File: config.mk
export PLATFORM = sky130hd
export DESIGN_NAME = softmax
export DESIGN_NICKNAME = d
export VERILOG_FILES = /design/src/rtl/softmax_pkg.sv /design/src/rtl/softmax_exp2_q88.sv /design/src/rtl/softmax.sv
export SDC_FILE = /design/constraint.sdc
export NUM_CORES = 1
export LEC_CHECK = 0
export ABC_CLOCK_PERIOD_IN_PS = 48400
export CORE_MARGIN = 1.5
export CORE_UTILIZATION = 54
export DETAILED_ROUTE_END_ITERATION = 7
export PLACE_DENSITY = 0.76
export SETUP_SLACK_MARGIN = 0.5
export SLEW_MARGIN = 20
export SYNTH_ARGS = -nofsm -noshare
export SYNTH_HDL_FRONTEND = slang
export SYNTH_SLANG_ARGS = --single-unit
File: constraint.sdc
create_clock -name clk -period 48.4 [get_ports clk]
set_clock_uncertainty 0.05 [all_clocks]
set_input_delay 14.52 -clock clk [delete_from_list [all_inputs] [get_ports clk]]
set_output_delay 14.52 -clock clk [all_outputs]
set_load 0.02 [all_outputs]
File: src/rtl/softmax_pkg.sv
// Shared constants, state encoding and helpers for the softmax engine.
package softmax_pkg;

  localparam int DATAWIDTH = 16;
  localparam int NUM       = 2;
  localparam int ADDRSIZE  = 8;

  // Running exp-sum width: one lane result per word-lane plus headroom.
  localparam int SUMW = DATAWIDTH + ADDRSIZE + 2;
  // Bits needed to hold an MSB index of the sum.
  localparam int PBW  = $clog2(SUMW);
  // Exponent operand width (signed Q8.8 difference, one extra bit).
  localparam int TW   = DATAWIDTH + 1;
  // Product width for difference * log2(e).
  localparam int PW   = TW + 10;

  localparam logic [DATAWIDTH-1:0] LOG2E    = 16'h0171;
  localparam logic [DATAWIDTH-1:0] MAX_INIT = 16'h8000;

  typedef enum logic [2:0] {
    S_IDLE,
    S_MAX,
    S_SUM,
    S_LOG,
    S_OUT,
    S_DONE
  } state_t;

  // Clamp a wide exponent operand into the TW-bit e2 domain (t <= 0).
  // Anything below the representable range is far past the point where e2
  // returns zero, so pinning it at the most negative value is exact.
  function automatic logic signed [TW-1:0] sat_t(input logic signed [PW:0] v);
    if (!v[PW]) return '0;
    if (!(&v[PW:TW-1])) return {1'b1, {(TW-1){1'b0}}};
    return v[TW-1:0];
  endfunction

endpackage

File: src/rtl/softmax_exp2_q88.sv
// Base-2 exponential for signed Q8.8 t <= 0, linear mantissa approximation.
module exp2_q88
  import softmax_pkg::*;
(
  input  logic signed [TW-1:0]        t,
  output logic        [DATAWIDTH-1:0] y
);

  logic signed [9:0]          n;
  logic        [DATAWIDTH-1:0] mant;

  // Split t into integer shift and fractional mantissa, then shift down.
  always_comb begin
    n    = -{t[TW-1], t[TW-1:8]};
    mant = DATAWIDTH'(256) + DATAWIDTH'(t[7:0]);
    // Positive t is outside the domain; the caller clamps it to zero.
    if (n < 0 || n >= 10'sd16 || t < -17'sd4096)
      y = '0;
    else
      y = mant >> n[3:0];
  end

endmodule

File: src/rtl/softmax.sv
// Three-pass streaming softmax over a two-lane Q8.8 vector held in RAM.
module softmax
  import softmax_pkg::*;
#(
  parameter int DATAWIDTH = 16,
  parameter int NUM       = 2,
  parameter int ADDRSIZE  = 8
) (
  input  logic                      clk,
  input  logic                      reset,
  input  logic                      init,
  input  logic                      start,
  input  logic [ADDRSIZE-1:0]       start_addr,
  input  logic [ADDRSIZE-1:0]       end_addr,
  input  logic [DATAWIDTH*NUM-1:0]  inp,
  input  logic [DATAWIDTH*NUM-1:0]  sub0_inp,
  input  logic [DATAWIDTH*NUM-1:0]  sub1_inp,
  output logic [ADDRSIZE-1:0]       addr,
  output logic [ADDRSIZE-1:0]       sub0_inp_addr,
  output logic [ADDRSIZE-1:0]       sub1_inp_addr,
  output logic [DATAWIDTH-1:0]      outp0,
  output logic [DATAWIDTH-1:0]      outp1,
  output logic                      done
);

  state_t state, state_nx;

  logic [ADDRSIZE-1:0]         start_r, end_r;
  logic signed [DATAWIDTH-1:0] max_r, max_nx;
  logic [SUMW-1:0]             sum_r;
  logic [DATAWIDTH-1:0]        l_r, l_nx;

  logic signed [DATAWIDTH-1:0] m0, m1;
  logic signed [DATAWIDTH-1:0] x0, x1;
  logic signed [TW-1:0]        d0, d1;
  logic signed [PW-1:0]        tq0, tq1;
  logic [DATAWIDTH-1:0]        lsub;
  logic signed [TW-1:0]        e_in0, e_in1;
  logic [DATAWIDTH-1:0]        e_out0, e_out1;

  logic [PBW-1:0]              msb;
  logic [7:0]                  frac;

  // Running signed maximum over both lanes of the pass-1 word.
  always_comb begin
    m0     = inp[DATAWIDTH-1:0];
    m1     = inp[2*DATAWIDTH-1:DATAWIDTH];
    max_nx = max_r;
    if (m0 > max_nx) max_nx = m0;
    if (m1 > max_nx) max_nx = m1;
  end

  // Shared exponent operand: pass-2 data during SUM, pass-3 data minus L in OUT.
  always_comb begin
    if (state == S_OUT) begin
      x0   = sub1_inp[DATAWIDTH-1:0];
      x1   = sub1_inp[2*DATAWIDTH-1:DATAWIDTH];
      lsub = l_r;
    end else begin
      x0   = sub0_inp[DATAWIDTH-1:0];
      x1   = sub0_inp[2*DATAWIDTH-1:DATAWIDTH];
      lsub = '0;
    end
    d0    = {x0[DATAWIDTH-1], x0} - {max_r[DATAWIDTH-1], max_r};
    d1    = {x1[DATAWIDTH-1], x1} - {max_r[DATAWIDTH-1], max_r};
    tq0   = ($signed(PW'(d0)) * $signed(PW'(LOG2E))) >>> 8;
    tq1   = ($signed(PW'(d1)) * $signed(PW'(LOG2E))) >>> 8;
    // Subtraction done wide and clamped so a huge spread cannot wrap positive.
    e_in0 = sat_t({tq0[PW-1], tq0} - {{(PW+1-DATAWIDTH){1'b0}}, lsub});
    e_in1 = sat_t({tq1[PW-1], tq1} - {{(PW+1-DATAWIDTH){1'b0}}, lsub});
  end

  exp2_q88 u_exp0 (
    .t (e_in0),
    .y (e_out0)
  );

  exp2_q88 u_exp1 (
    .t (e_in1),
    .y (e_out1)
  );

  // Log2 of the sum: MSB index gives the integer part, next 8 bits the fraction.
  always_comb begin
    msb = '0;
    for (int unsigned i = 0; i < SUMW; i++) begin
      if (sum_r[i]) msb = PBW'(i);
    end
    if (msb >= PBW'(8))
      frac = 8'(sum_r >> (msb - PBW'(8)));
    else
      frac = 8'(sum_r << (PBW'(8) - msb));
    l_nx = {8'(msb) - 8'd8, frac};
  end

  // Pass sequencing: each pass ends when its own address reaches end_addr.
  always_comb begin
    state_nx = state;
    case (state)
      S_IDLE, S_DONE: if (start) state_nx = S_MAX;
      S_MAX:          if (addr == end_r) state_nx = S_SUM;
      S_SUM:          if (sub0_inp_addr == end_r) state_nx = S_LOG;
      S_LOG:          state_nx = S_OUT;
      S_OUT:          if (sub1_inp_addr == end_r) state_nx = S_DONE;
      default:        state_nx = S_IDLE;
    endcase
  end

  // State register.
  always_ff @(posedge clk) begin
    if (reset || init) state <= S_IDLE;
    else               state <= state_nx;
  end

  // Datapath registers: addresses, max, sum, L and the result lanes.
  always_ff @(posedge clk) begin
    if (reset || init) begin
      addr          <= '0;
      sub0_inp_addr <= '0;
      sub1_inp_addr <= '0;
      outp0         <= '0;
      outp1         <= '0;
      done          <= 1'b0;
      max_r         <= MAX_INIT;
      sum_r         <= '0;
      l_r           <= '0;
      start_r       <= '0;
      end_r         <= '0;
    end else begin
      case (state)
        S_IDLE, S_DONE: begin
          if (start) begin
            addr    <= start_addr;
            start_r <= start_addr;
            end_r   <= end_addr;
            max_r   <= MAX_INIT;
            sum_r   <= '0;
            done    <= 1'b0;
          end
        end
        S_MAX: begin
          max_r <= max_nx;
          if (addr == end_r) sub0_inp_addr <= start_r;
          else               addr <= addr + ADDRSIZE'(1);
        end
        S_SUM: begin
          sum_r <= sum_r + SUMW'(e_out0) + SUMW'(e_out1);
          if (sub0_inp_addr != end_r) sub0_inp_addr <= sub0_inp_addr + ADDRSIZE'(1);
        end
        S_LOG: begin
          l_r           <= l_nx;
          sub1_inp_addr <= start_r;
        end
        S_OUT: begin
          outp0 <= e_out0;
          outp1 <= e_out1;
          if (sub1_inp_addr == end_r) done <= 1'b1;
          else                        sub1_inp_addr <= sub1_inp_addr + ADDRSIZE'(1);
        end
        default: ;
      endcase
    end
  end

endmodule

* Word level (Yosys, flattened, before mapping)
Index checks and enable logic that the tools add are counted.
** Storage, ports and cells
- Flip-flop bits (word level) :: 134
- Output and inout bits :: 57
- Word-level logic and storage cells :: 146
- Bits of input ports :: 116
** Cells by class
- Muxes and demuxes :: 65
- Equal/unequal tests :: 16
- Order comparisons :: 9
- Multipliers :: 2
- Reduce and logical (&&, ||, !) cells :: 22
- Add/subtract/negate cells :: 16
- Shift-type cells :: 4
** Operators by type and width (number)
- 17-bit 2-to-1 mux :: 8
- 16-bit 2-to-1 mux :: 8
- 5-bit 2-to-1 mux :: 24
- 17-bit by 10-bit multiplier with 27-bit output, second input constant :: 2
- 26-bit by 16-bit adder with 26-bit output :: 2
- 26-bit case mux with 2 select lines :: 1
- 8-bit 2-to-1 mux :: 6
- 8-bit case mux with 2 select lines :: 3
- 19-bit by 17-bit subtractor with 20-bit output :: 2
- 17-bit by 13-bit less-than comparator with 1-bit output, second input constant :: 2
- 16-bit by 16-bit subtractor with 17-bit output :: 2
- 16-bit > comparator :: 2
- 16-bit case mux with 2 select lines :: 1
- 16-bit by 4-bit >> shifter with 16-bit output :: 2
- 26-bit 2-to-1 mux :: 1
- 26-bit by 5-bit << shifter with 8-bit output :: 1
- 26-bit by 5-bit >> shifter with 8-bit output :: 1
- 8-bit by 1-bit adder with 8-bit output, second input constant :: 3
- 8-bit == test :: 3
- 12-bit AND reduction :: 2
- 9-bit by 8-bit adder with 10-bit output, first input constant :: 2
- 10-bit by 6-bit greater-or-equal comparator with 1-bit output, second input constant :: 2
- 10-bit by 1-bit less-than comparator with 1-bit output, second input constant :: 2
- 10-bit negator :: 2
- other kinds (21) :: 50

* Logic depth before layout (Yosys ltp)
Gate-level depths: netlist of run 1.
- Depth after elaboration :: 28
- Gate-level depth with buffers :: 73
- Gate-level depth less buffers :: 69

* Hierarchy
A second synthesis of run 1 with hierarchy kept.
** Second synthesis, totals
- Cells, all modules :: 2518
- Area, all modules :: 19505.0 µm²
** By module, submodules not included
- softmax :: area each 18536.5 µm², sequential area each 2642.5 µm², instances 1, cells each 2406
- exp2_q88 :: area each 484.2 µm², sequential area each 0.0 µm², instances 2, cells each 56

* Worst setup path after synthesis of run 1
Ideal clock, no wire load.
- Path kind :: input -> register
- Start point :: in sub1_inp[16]
- End point :: reg sum_r[21]
- Buffers on the path :: 1
- Stages on the path :: 63
- Data required time :: 48280 ps
- Data arrival time :: 27604 ps
- Setup slack :: 20676 ps
- Cells stage by stage :: mux2i_1 -> ha_1 -> fa_1 -> nor2b_4 -> o31ai_2 -> nand2_1 -> a21o_1 -> xor2_1 -> inv_1 -> fa_1 -> inv_1 -> ha_1 -> fa_1 -> ha_1 -> inv_1 -> fa_1 -> inv_1 -> ha_1 -> (+27 left out) -> nand2_4 -> and2_4 -> a21o_1 -> fa_1 -> fa_1 -> nor2b_1 -> o21ai_0 -> a21boi_0 -> o21ai_0 -> a21boi_0 -> o21ai_0 -> a21oi_1 -> o21a_1 -> nand4_1 -> nor3_1 -> nand4_1 -> or2_2 -> a21oi_1
** Between the ends
- Word-level cells in the longest chain between the ends :: 16
- Elaborated cells between the ends (all ways) :: 21
- Classes of those cells :: 5 x add/sub; 1 x mul; 3 x order compare; 1 x shift; 8 x mux; 3 x reduce/logical
** RTL lines
- start: declaration :: RTL line softmax.sv:17 : input logic [DATAWIDTH*NUM-1:0] sub1_inp,
- 16-bit 2-to-1 mux (*) :: RTL line softmax.sv:55 : if (state == S_OUT) begin
- 16-bit by 16-bit subtractor with 17-bit output (*) :: RTL line softmax.sv:65 : d1 = {x1[DATAWIDTH-1], x1} - {max_r[DATAWIDTH-1], max_r};
- 17-bit by 10-bit multiplier with 27-bit output (*) :: RTL line softmax.sv:67 : tq1 = ($signed(PW'(d1)) * $signed(PW'(LOG2E))) >>> 8;
- 19-bit by 17-bit subtractor with 20-bit output (*) :: RTL line softmax.sv:70 : e_in1 = sat_t({tq1[PW-1], tq1} - {{(PW+1-DATAWIDTH){1'b0}}, lsub});
- 12-bit AND reduction :: RTL line softmax_pkg.sv:34 : if (!(&v[PW:TW-1])) return {1'b1, {(TW-1){1'b0}}};
- 1-bit 2-to-1 mux (2 in series) :: RTL line softmax_pkg.sv:34
- 17-bit 2-to-1 mux :: RTL line softmax_pkg.sv:35 : return v[TW-1:0];
- 17-bit 2-to-1 mux (*) :: RTL line softmax_pkg.sv:34
- 10-bit negator :: RTL line softmax_exp2_q88.sv:14 : n = -{t[TW-1], t[TW-1:8]};
- 10-bit by 1-bit less-than comparator with 1-bit output / 10-bit by 6-bit greater-or-equal comparator with 1-bit output (equally long branches) :: RTL line softmax_exp2_q88.sv:17 : if (n < 0 || n >= 10'sd16 || t < -17'sd4096)
- 1-bit logical OR (2 in series) :: RTL line softmax_exp2_q88.sv:17
- 16-bit 2-to-1 mux (*) :: RTL line softmax_exp2_q88.sv:17
- 26-bit by 16-bit adder with 26-bit output (*) :: RTL line softmax.sv:147 : sum_r <= sum_r + SUMW'(e_out0) + SUMW'(e_out1);
- 26-bit case mux with 2 select lines (*) :: RTL line softmax.sv:130 : case (state)
- end signal: assignment :: RTL line softmax.sv:147
- end: declaration :: RTL line softmax.sv:30 : logic [SUMW-1:0] sum_r;
Every way passes the cells marked *; elsewhere a longest branch is shown, timed or not. The select of a mux whose other input is x is not followed.
A chain may end at the register's enable or synchronous reset.

* Worst setup path in the final report of run 1
- Start point :: in sub1_inp[1]
- End point :: reg sum_r[21]
** Between the ends
- Word-level cells in the longest chain between the ends :: 17
- Elaborated cells between the ends (all ways) :: 22
- Classes of those cells :: 6 x add/sub; 1 x mul; 3 x order compare; 1 x shift; 8 x mux; 3 x reduce/logical
** RTL lines
- 16-bit 2-to-1 mux (*) :: RTL line softmax.sv:55
- 16-bit by 16-bit subtractor with 17-bit output (*) :: RTL line softmax.sv:64 : d0 = {x0[DATAWIDTH-1], x0} - {max_r[DATAWIDTH-1], max_r};
- 17-bit by 10-bit multiplier with 27-bit output (*) :: RTL line softmax.sv:66 : tq0 = ($signed(PW'(d0)) * $signed(PW'(LOG2E))) >>> 8;
- 19-bit by 17-bit subtractor with 20-bit output (*) :: RTL line softmax.sv:69 : e_in0 = sat_t({tq0[PW-1], tq0} - {{(PW+1-DATAWIDTH){1'b0}}, lsub});
- 12-bit AND reduction :: RTL line softmax_pkg.sv:34
- 1-bit 2-to-1 mux (2 in series) :: RTL line softmax_pkg.sv:34
- 17-bit 2-to-1 mux :: RTL line softmax_pkg.sv:35
- 17-bit 2-to-1 mux (*) :: RTL line softmax_pkg.sv:34
- 10-bit negator :: RTL line softmax_exp2_q88.sv:14
- 10-bit by 1-bit less-than comparator with 1-bit output / 10-bit by 6-bit greater-or-equal comparator with 1-bit output (equally long branches) :: RTL line softmax_exp2_q88.sv:17
- 1-bit logical OR (2 in series) :: RTL line softmax_exp2_q88.sv:17
- 16-bit 2-to-1 mux (*) :: RTL line softmax_exp2_q88.sv:17
- 26-bit by 16-bit adder with 26-bit output (*) (2 in series) :: RTL line softmax.sv:147
- 26-bit case mux with 2 select lines (*) :: RTL line softmax.sv:130
Marks and branches as above.

==> run_results.csv, run 1 <==
group,metric,value,unit
logic_synthesis,synth_edf_count,0,
global_routing,groute.usage.overall,0.315,
logic_synthesis,async_reset_ff_frac,0,
logic_synthesis,yosys_warnings,0,
worst_hold_path,holdPathEnd,"l_r[10]",
logic_synthesis,synth_compound_area_frac,0.219,
critical_path,cp_slowest_cell,"sky130_fd_sc_hd__a2111oi_0",
cells_and_area,drive_above_1_share,0.0501,
floorplan,overall_die_area,34900,um^2
clock_tree,cts_resized,0,
place,port-buffer-count,158,
logic_synthesis,syn_area_per_cell,7.74,um^2
worst_hold_path,worstHoldPathType,"reg2reg",
timing,post-route-period-util,0.616,
cells_and_area,layout.nets,2894,
floorplan,die_w,187,um
critical_path,worst_path_largest_cell_delay,0.69,ns
global_routing,grt_pass1_vias,17203,
drt,antenna_left,0,
floorplan,initial_core_utilization,0.547,
critical_path,timing.critical_path.from,"sub1_inp[1]",
place,gp_congestion,0.972,
timing,period_minus_slack,29.83,ns
timing,max_clock_freq,0.0335,GHz
timing,setup_violations,0,
floorplan,placement_rows,67,
drt,vias_per_cell,6.00,
critical_path,worst-r2r-setup-slack,31.22,ns
worst_hold_path,timing.hold.worst.start,"l_r[10]",
global_routing,wire_length_of_the_first_global_routing_pass,89800,um
logic_synthesis,combinational_family_with_the_most_area_after_synthesis,"adder cells",
clock_tree,cts_sinks,118,
logic_synthesis,post_synth_fa_ha_maj_area_fraction,0.273,
cells_and_area,fillers,3002,
drt,drt_drc_violations_left,0,
critical_path,timing.rr.start,"state[1]",
timing,max_slew_margin_vs_limit,0.293,
floorplan,die_h,187,um
logic_synthesis,synth-xor-area-share,0.0624,
timing,worst_slew_pin_slew,1.06,ns
clock_tree,cts.hold.buffers_added,0,
drt,totalWireLength,55000,um
global_routing,number_of_antenna_violations_at_the_first_check_in_global_routing,0,
global_routing,grt_max_degree,89,
floorplan,ioPinCount,173,
floorplan,design.core.area,33400,um^2
drt,wl_met2,26400,um
worst_hold_path,holdPathStages,2,
critical_path,r2r_end,"sum_r[21]",
cells_and_area,flow.area_growth_from_synthesis,13.4,%
drt,wl_per_cell,18.9,um
clock_tree,post-cts-setup-buffer-count,0,
logic_synthesis,ys_seq_elements,118,
global_routing,grt_remaining_overflow,0,
timing,unrepaired_setup_endpoints_after_global_routing,"no",
critical_path,worst_setup_path_end_kind,"register",
logic_synthesis,simple_logic_cell_fraction_of_the_synthesized_area,0.194,
logic_synthesis,netlist.top_cell.by_area,"sky130_fd_sc_hd__ha_1",
drt,met3_wirelength,3640,um
logic_synthesis,synth.cell_area,18200,um^2
clock_tree,cts_tree,"built",
logic_synthesis,synth-seq-area-share,0.129,
clock_tree,cts.path.max_buffers,2,
logic_synthesis,netlist_instances,2357,
logic_synthesis,yosysTopAreaCellShare,0.160,
drt,drtPass1Iterations,6,
critical_path,worst_ep_arrival_time,30.13,ns
timing,maxSlewViolCount,0,
cells_and_area,num_antenna_cells,0,
critical_path,r2r.worst_path.cells,70,
clock_tree,cts-buffers-inserted,17,
logic_synthesis,synthDistinctLibCells,102,
clock_tree,worst_skew_pair_later_pin_latency,0.43,ns
clock_tree,cts.root.buffer_cell,"sky130_fd_sc_hd__clkbuf_16",
critical_path,required_time_of_the_critical_path,48.71,ns
logic_synthesis,synth.mux.area_fraction,0.0451,
place,dp_hpwl,43900,um
drt,m1WireLength,23300,um
critical_path,timing.critical_path.fanout_max,11,
drt,route.vias.total,17420,
clock_tree,htreeDepth,4,
clock_tree,worst_setup_hold_path_clk_slew,0.06,ns
timing,final-hold-violation-count,0,
drt,detail_route.iter0.violations,1265,
logic_synthesis,netlist_top_cells_area,"sky130_fd_sc_hd__ha_1 (16%), sky130_fd_sc_hd__dfxtp_1 (13%), sky130_fd_sc_hd__fa_1 (11%)",
logic_synthesis,synth_flop_cell,"sky130_fd_sc_hd__dfxtp_1",
critical_path,critical_path.startpoint_type,"input pin",
run,total_of_max_cap_violations,0,
drt,highest-signal-layer,"met4",
timing,fin_setup_tns,0,ns
run_status,run_status,"finished clean",
critical_path,worst-setup-path-type,"in2reg",
worst max path at each step:
stage	end	slack (ns)	cells after the start
floorplan	sum_r[21]	20.68	63
global placement	sum_r[21]	18.65	68
detailed placement	sum_r[21]	18.45	67
CTS	sum_r[21]	18.77	68
global route	sum_r[21]	17.28	68
finish	sum_r[21]	18.57	68
cells in the mapped netlist, types with 24 or more instances:
cell	n
sky130_fd_sc_hd__a211oi_1	27
sky130_fd_sc_hd__a21o_1	37
sky130_fd_sc_hd__a21oi_1	158
sky130_fd_sc_hd__clkbuf_1	95
sky130_fd_sc_hd__dfxtp_1	118
sky130_fd_sc_hd__fa_1	103
sky130_fd_sc_hd__ha_1	233
sky130_fd_sc_hd__inv_1	231
sky130_fd_sc_hd__mux2i_1	45
sky130_fd_sc_hd__nand2_1	293
sky130_fd_sc_hd__nand2b_1	24
sky130_fd_sc_hd__nand3_1	60
sky130_fd_sc_hd__nor2_1	152
sky130_fd_sc_hd__nor2b_1	32
sky130_fd_sc_hd__nor3_1	64
sky130_fd_sc_hd__o21a_1	41
sky130_fd_sc_hd__o21ai_0	130
sky130_fd_sc_hd__xnor2_1	89
sky130_fd_sc_hd__xor2_1	36
area by class of cell:
| type | count | area, um^2 | area share |
|---|---|---|---|
| Clock buffer | 20 | 467 | 0.0225 |
| Tap cell | 448 | 561 | 0.0271 |
| Inverter | 235 | 882 | 0.0426 |
| Sequential cell | 118 | 2360 | 0.114 |
| Clock inverter | 11 | 149 | 0.00719 |
| Timing Repair Buffer | 173 | 1690 | 0.0818 |
| Multi-Input combinational cell | 1897 | 14600 | 0.705 |
metal layers:
metal / vias up / GRT usage
li1: 8426 / -
met3: 76 / 0.0510
met2: 691 / 0.554
met4: 0 / 0.0993
met5: - / 0
met1: 8227 / 0.395
through the flow:
step | hold slack, ns | util | area (um^2) | cells | worst slack (ns)
floorplan | 0.387 | - | 18300 | 2370 | 20.68
CTS | 0.405 | 0.620 | 20700 | 2902 | 18.77
finish | 0.406 | 0.620 | 20700 | 2902 | 18.57
global route | 0.426 | 0.620 | 20700 | 2902 | 17.28
detailed placement | 0.397 | 0.601 | 20100 | 2871 | 18.45
global placement | 0.386 | 0.601 | 20100 | 2871 | 18.65
state kept, by name, indices dropped and copies added, names as in the netlist:
signal / cells
sum_r: 26
addr: 8
sub0_inp_addr: 8
outp1: 9
done: 1
end_r: 8
sub1_inp_addr: 8
start_r: 8
max_r: 16
state: 3
l_r: 14
outp0: 9
worst max-delay path: cells and delay by family:
family	cells	cell delay, ns
xor gates and xnor gates	2	0.58
AOI/OAI and AO/OA	24	5.57
buffers and inverters	8	1.00
and+or+nand+nor	22	4.13
adders and majority gates	12	4.31
cell families after synthesis:
| family | Yosys count |
|---|---|
| AO/OA/AOI/OAI | 601 |
| XOR/XNOR | 127 |
| adder cells (fa/ha/maj) | 336 |
| buffers and inverters | 355 |
| flip-flops | 118 |
| multiplexers | 68 |
| other | 1 |
| AND/OR/NAND/NOR | 751 |
placed cells by master, fill, tap and decap left out, drive strengths merged, types with 23 or more instances in the layout:
cell / n
ha: 233
dfxtp: 118
fa: 103
nor2b: 33
nor3: 65
mux2i: 45
nand2b: 24
clkdlybuf4s50: 158
inv: 234
nand4: 23
xor2: 36
a211oi: 28
nor2: 153
nand2: 296
a21oi: 158
o21a: 41
o21ai: 138
nand3: 60
a21o: 37
xnor2: 91
Power of run 1 is not shown: default switching activity piles up to over one toggle a cycle in this logic, so the estimate is an artifact.
==> run 2: changes to the inputs <==
--- a/config.mk
+++ b/config.mk
@@ -5,7 +5,7 @@
 export SDC_FILE = /design/constraint.sdc
 export NUM_CORES = 1
 export LEC_CHECK = 0
-export ABC_CLOCK_PERIOD_IN_PS = 48400
+export ABC_CLOCK_PERIOD_IN_PS = 31200
 export CORE_MARGIN = 1.5
 export CORE_UTILIZATION = 54
 export DETAILED_ROUTE_END_ITERATION = 7
==> constraint.sdc (replaced) <==
create_clock -name clk -period 31.2 [get_ports clk]
set_clock_uncertainty 0.05 [all_clocks]
set_input_delay 9.36 -clock clk [delete_from_list [all_inputs] [get_ports clk]]
set_output_delay 9.36 -clock clk [all_outputs]
set_load 0.02 [all_outputs]
==> run 2 against run 1 <==
Via count up 0.37%. Hold slack about the same. Non-clock buffer count unchanged. Highest routed layer unchanged. Design area down 0.40%. Final cell count unchanged. Largest cell class unchanged.
==> run_results.csv, run 2 (synthesis gave the netlist of run 1 again) <==
group,metric,value,unit
run_status,run_status,"finished clean",
clock_tree,post-cts-setup-buffer-count,0,
critical_path,required_time_of_the_critical_path,31.51,ns
drt,wl_per_cell,18.8,um
critical_path,timing.rr.start,"state[1]",
critical_path,cp_capture_point,"sum_r[21]",
cells_and_area,layout.nets,2894,
critical_path,crit_cells,68,
critical_path,critical-path-top-delay-family,"compound AO/OA/AOI/OAI gates",
drt,antenna_left,0,
clock_tree,cts.hold.buffers_added,0,
critical_path,worst-setup-path-type,"in2reg",
timing,post-route-period-util,0.789,
critical_path,worst_path_largest_cell_delay,0.73,ns
cells_and_area,drive_above_1_share,0.0497,
critical_path,r2r_end,"sum_r[21]",
clock_tree,cts.root.buffer_cell,"sky130_fd_sc_hd__clkbuf_16",
floorplan,ioPinCount,173,
cells_and_area,design_area,20600,um^2
clock_tree,cts_sinks,118,
worst_hold_path,timing.hold.worst.start,"outp1[1]",
drt,route.vias.total,17484,
cells_and_area,layout.cells.most_common,"sky130_fd_sc_hd__nand2_1",
drt,totalWireLength,54500,um
critical_path,crit_buf_inv,8,
critical_path,critical_path.startpoint_type,"input pin",
timing,fin_setup_tns,0,ns
cells_and_area,max_flop_register,"sum_r",
global_routing,number_of_antenna_violations_at_the_first_check_in_global_routing,0,
timing,max_clock_freq,0.0406,GHz
clock_tree,htreeDepth,4,
critical_path,worst_ep_arrival_time,24.93,ns
critical_path,worst-r2r-setup-slack,14.11,ns
drt,vias_per_cell,6.02,
place,detailed_place.area,20100,um^2
place,gp_congestion,0.979,
run,total_of_max_cap_violations,0,
timing,maxSlewViolCount,0,
floorplan,die_w,187,um
critical_path,r2r.worst_path.cells,70,
global_routing,grt_pass1_vias,16938,
global_routing,grt_max_degree,87,
timing,max_slew_margin_vs_limit,0.300,
floorplan,design.core.area,33400,um^2
global_routing,wire_length_of_the_first_global_routing_pass,88900,um
timing,period_minus_slack,24.62,ns
place,dp_hpwl,43800,um
worst_hold_path,worstHoldPathType,"reg2reg",
cells_and_area,layout_common_cells,"sky130_fd_sc_hd__nand2_1 (293), sky130_fd_sc_hd__ha_1 (233), sky130_fd_sc_hd__inv_1 (231)",
floorplan,placement_rows,67,
global_routing,grt_remaining_overflow,0,
floorplan,initial_core_utilization,0.547,
floorplan,overall_die_area,34900,um^2
clock_tree,cts.path.max_buffers,2,
cells_and_area,flow.area_growth_from_synthesis,13.0,%
critical_path,worst_setup_path_end_kind,"register",
global_routing,groute.usage.overall,0.312,
cells_and_area,flip_flop_count_of_the_largest_register_all_copies_and_words_added,26,
cells_and_area,ff_latch_area,2360,um^2
critical_path,timing.critical_path.from,"sub0_inp[1]",
clock_tree,cts_tree,"built",
timing,worst_slew_pin_slew,1.04,ns
clock_tree,cts-buffers-inserted,17,
clock_tree,worst_skew_pair_later_pin_latency,0.44,ns
critical_path,timing.critical_path.fanout_max,11,
drt,detail_route.iter0.violations,1160,
floorplan,die_h,187,um
cells_and_area,fillers,3078,
place,port-buffer-count,158,
timing,unrepaired_setup_endpoints_after_global_routing,"no",
drt,drtPass1Iterations,5,
clock_tree,worst_setup_hold_path_clk_slew,0.06,ns
timing,setup_violations,0,
cells_and_area,reg.largest.list,"sum_r: 26 flops, max_r: 16 flops, l_r: 14 flops",
clock_tree,cts_resized,0,
drt,drt_drc_violations_left,0,
cells_and_area,num_antenna_cells,0,
critical_path,cp_slowest_cell,"sky130_fd_sc_hd__a2111oi_0",
timing,final-hold-violation-count,0,
cells_and_area,footprint_of_the_multi_input_gates,14600,um^2
==> run 2: cell count changes in the layout (fill, tap and decap cells not counted), sizes merged <==
cell,previous run,this run
inv,234,235
bufinv,3,0
clkinvlp,3,5
==> run 2: worst register-to-register path, delay by kind of cell, from the launching register on <==
kind	cells	cell delay, ns
compound gates	24	5.63
simple gates	24	4.94
fa+ha+maj	12	4.29
flops	1	0.46
buf+inv	8	1.04
xor+xnor	2	0.57
==> run 2: metrics by stage <==
step | std cells | hold WS (ns) | util | setup slack, ns
after floorplan | 2370 | 0.387 | - | 8.64
after global routing | 2902 | 0.425 | 0.618 | 5.23
final | 2902 | 0.405 | 0.618 | 6.58
after global placement | 2871 | 0.389 | 0.601 | 6.50
after CTS | 2902 | 0.404 | 0.617 | 6.65
after detailed placement | 2871 | 0.396 | 0.601 | 6.29
==> run 2: per-layer routing <==
layer | wire, um | GRT usage | up-vias
met5 | 0 | 0 | -
met4 | 1850 | 0.106 | 0
met3 | 3390 | 0.0433 | 102
met2 | 26000 | 0.538 | 635
met1 | 23200 | 0.400 | 8332
li1 | - | - | 8415
==> run 2: cell type report <==
type,instances,area share
multi-input combinational,1897,0.708
inverter,235,0.0428
clock buffer,20,0.0217
sequential,118,0.115
timing repair buffer,173,0.0822
clock inverter,11,0.00382
tap,448,0.0272
==> run 2: worst min path at each step <==
stage,to,slack [ns],cells past startpoint
CTS,outp1[1],0.40,2
global placement,outp1[5],0.39,2
detailed placement,outp1[1],0.40,2
floorplan,l_r[10],0.39,2
global route,l_r[10],0.43,2
finish,outp1[1],0.41,2
Power of run 2 is left out for the same reason.
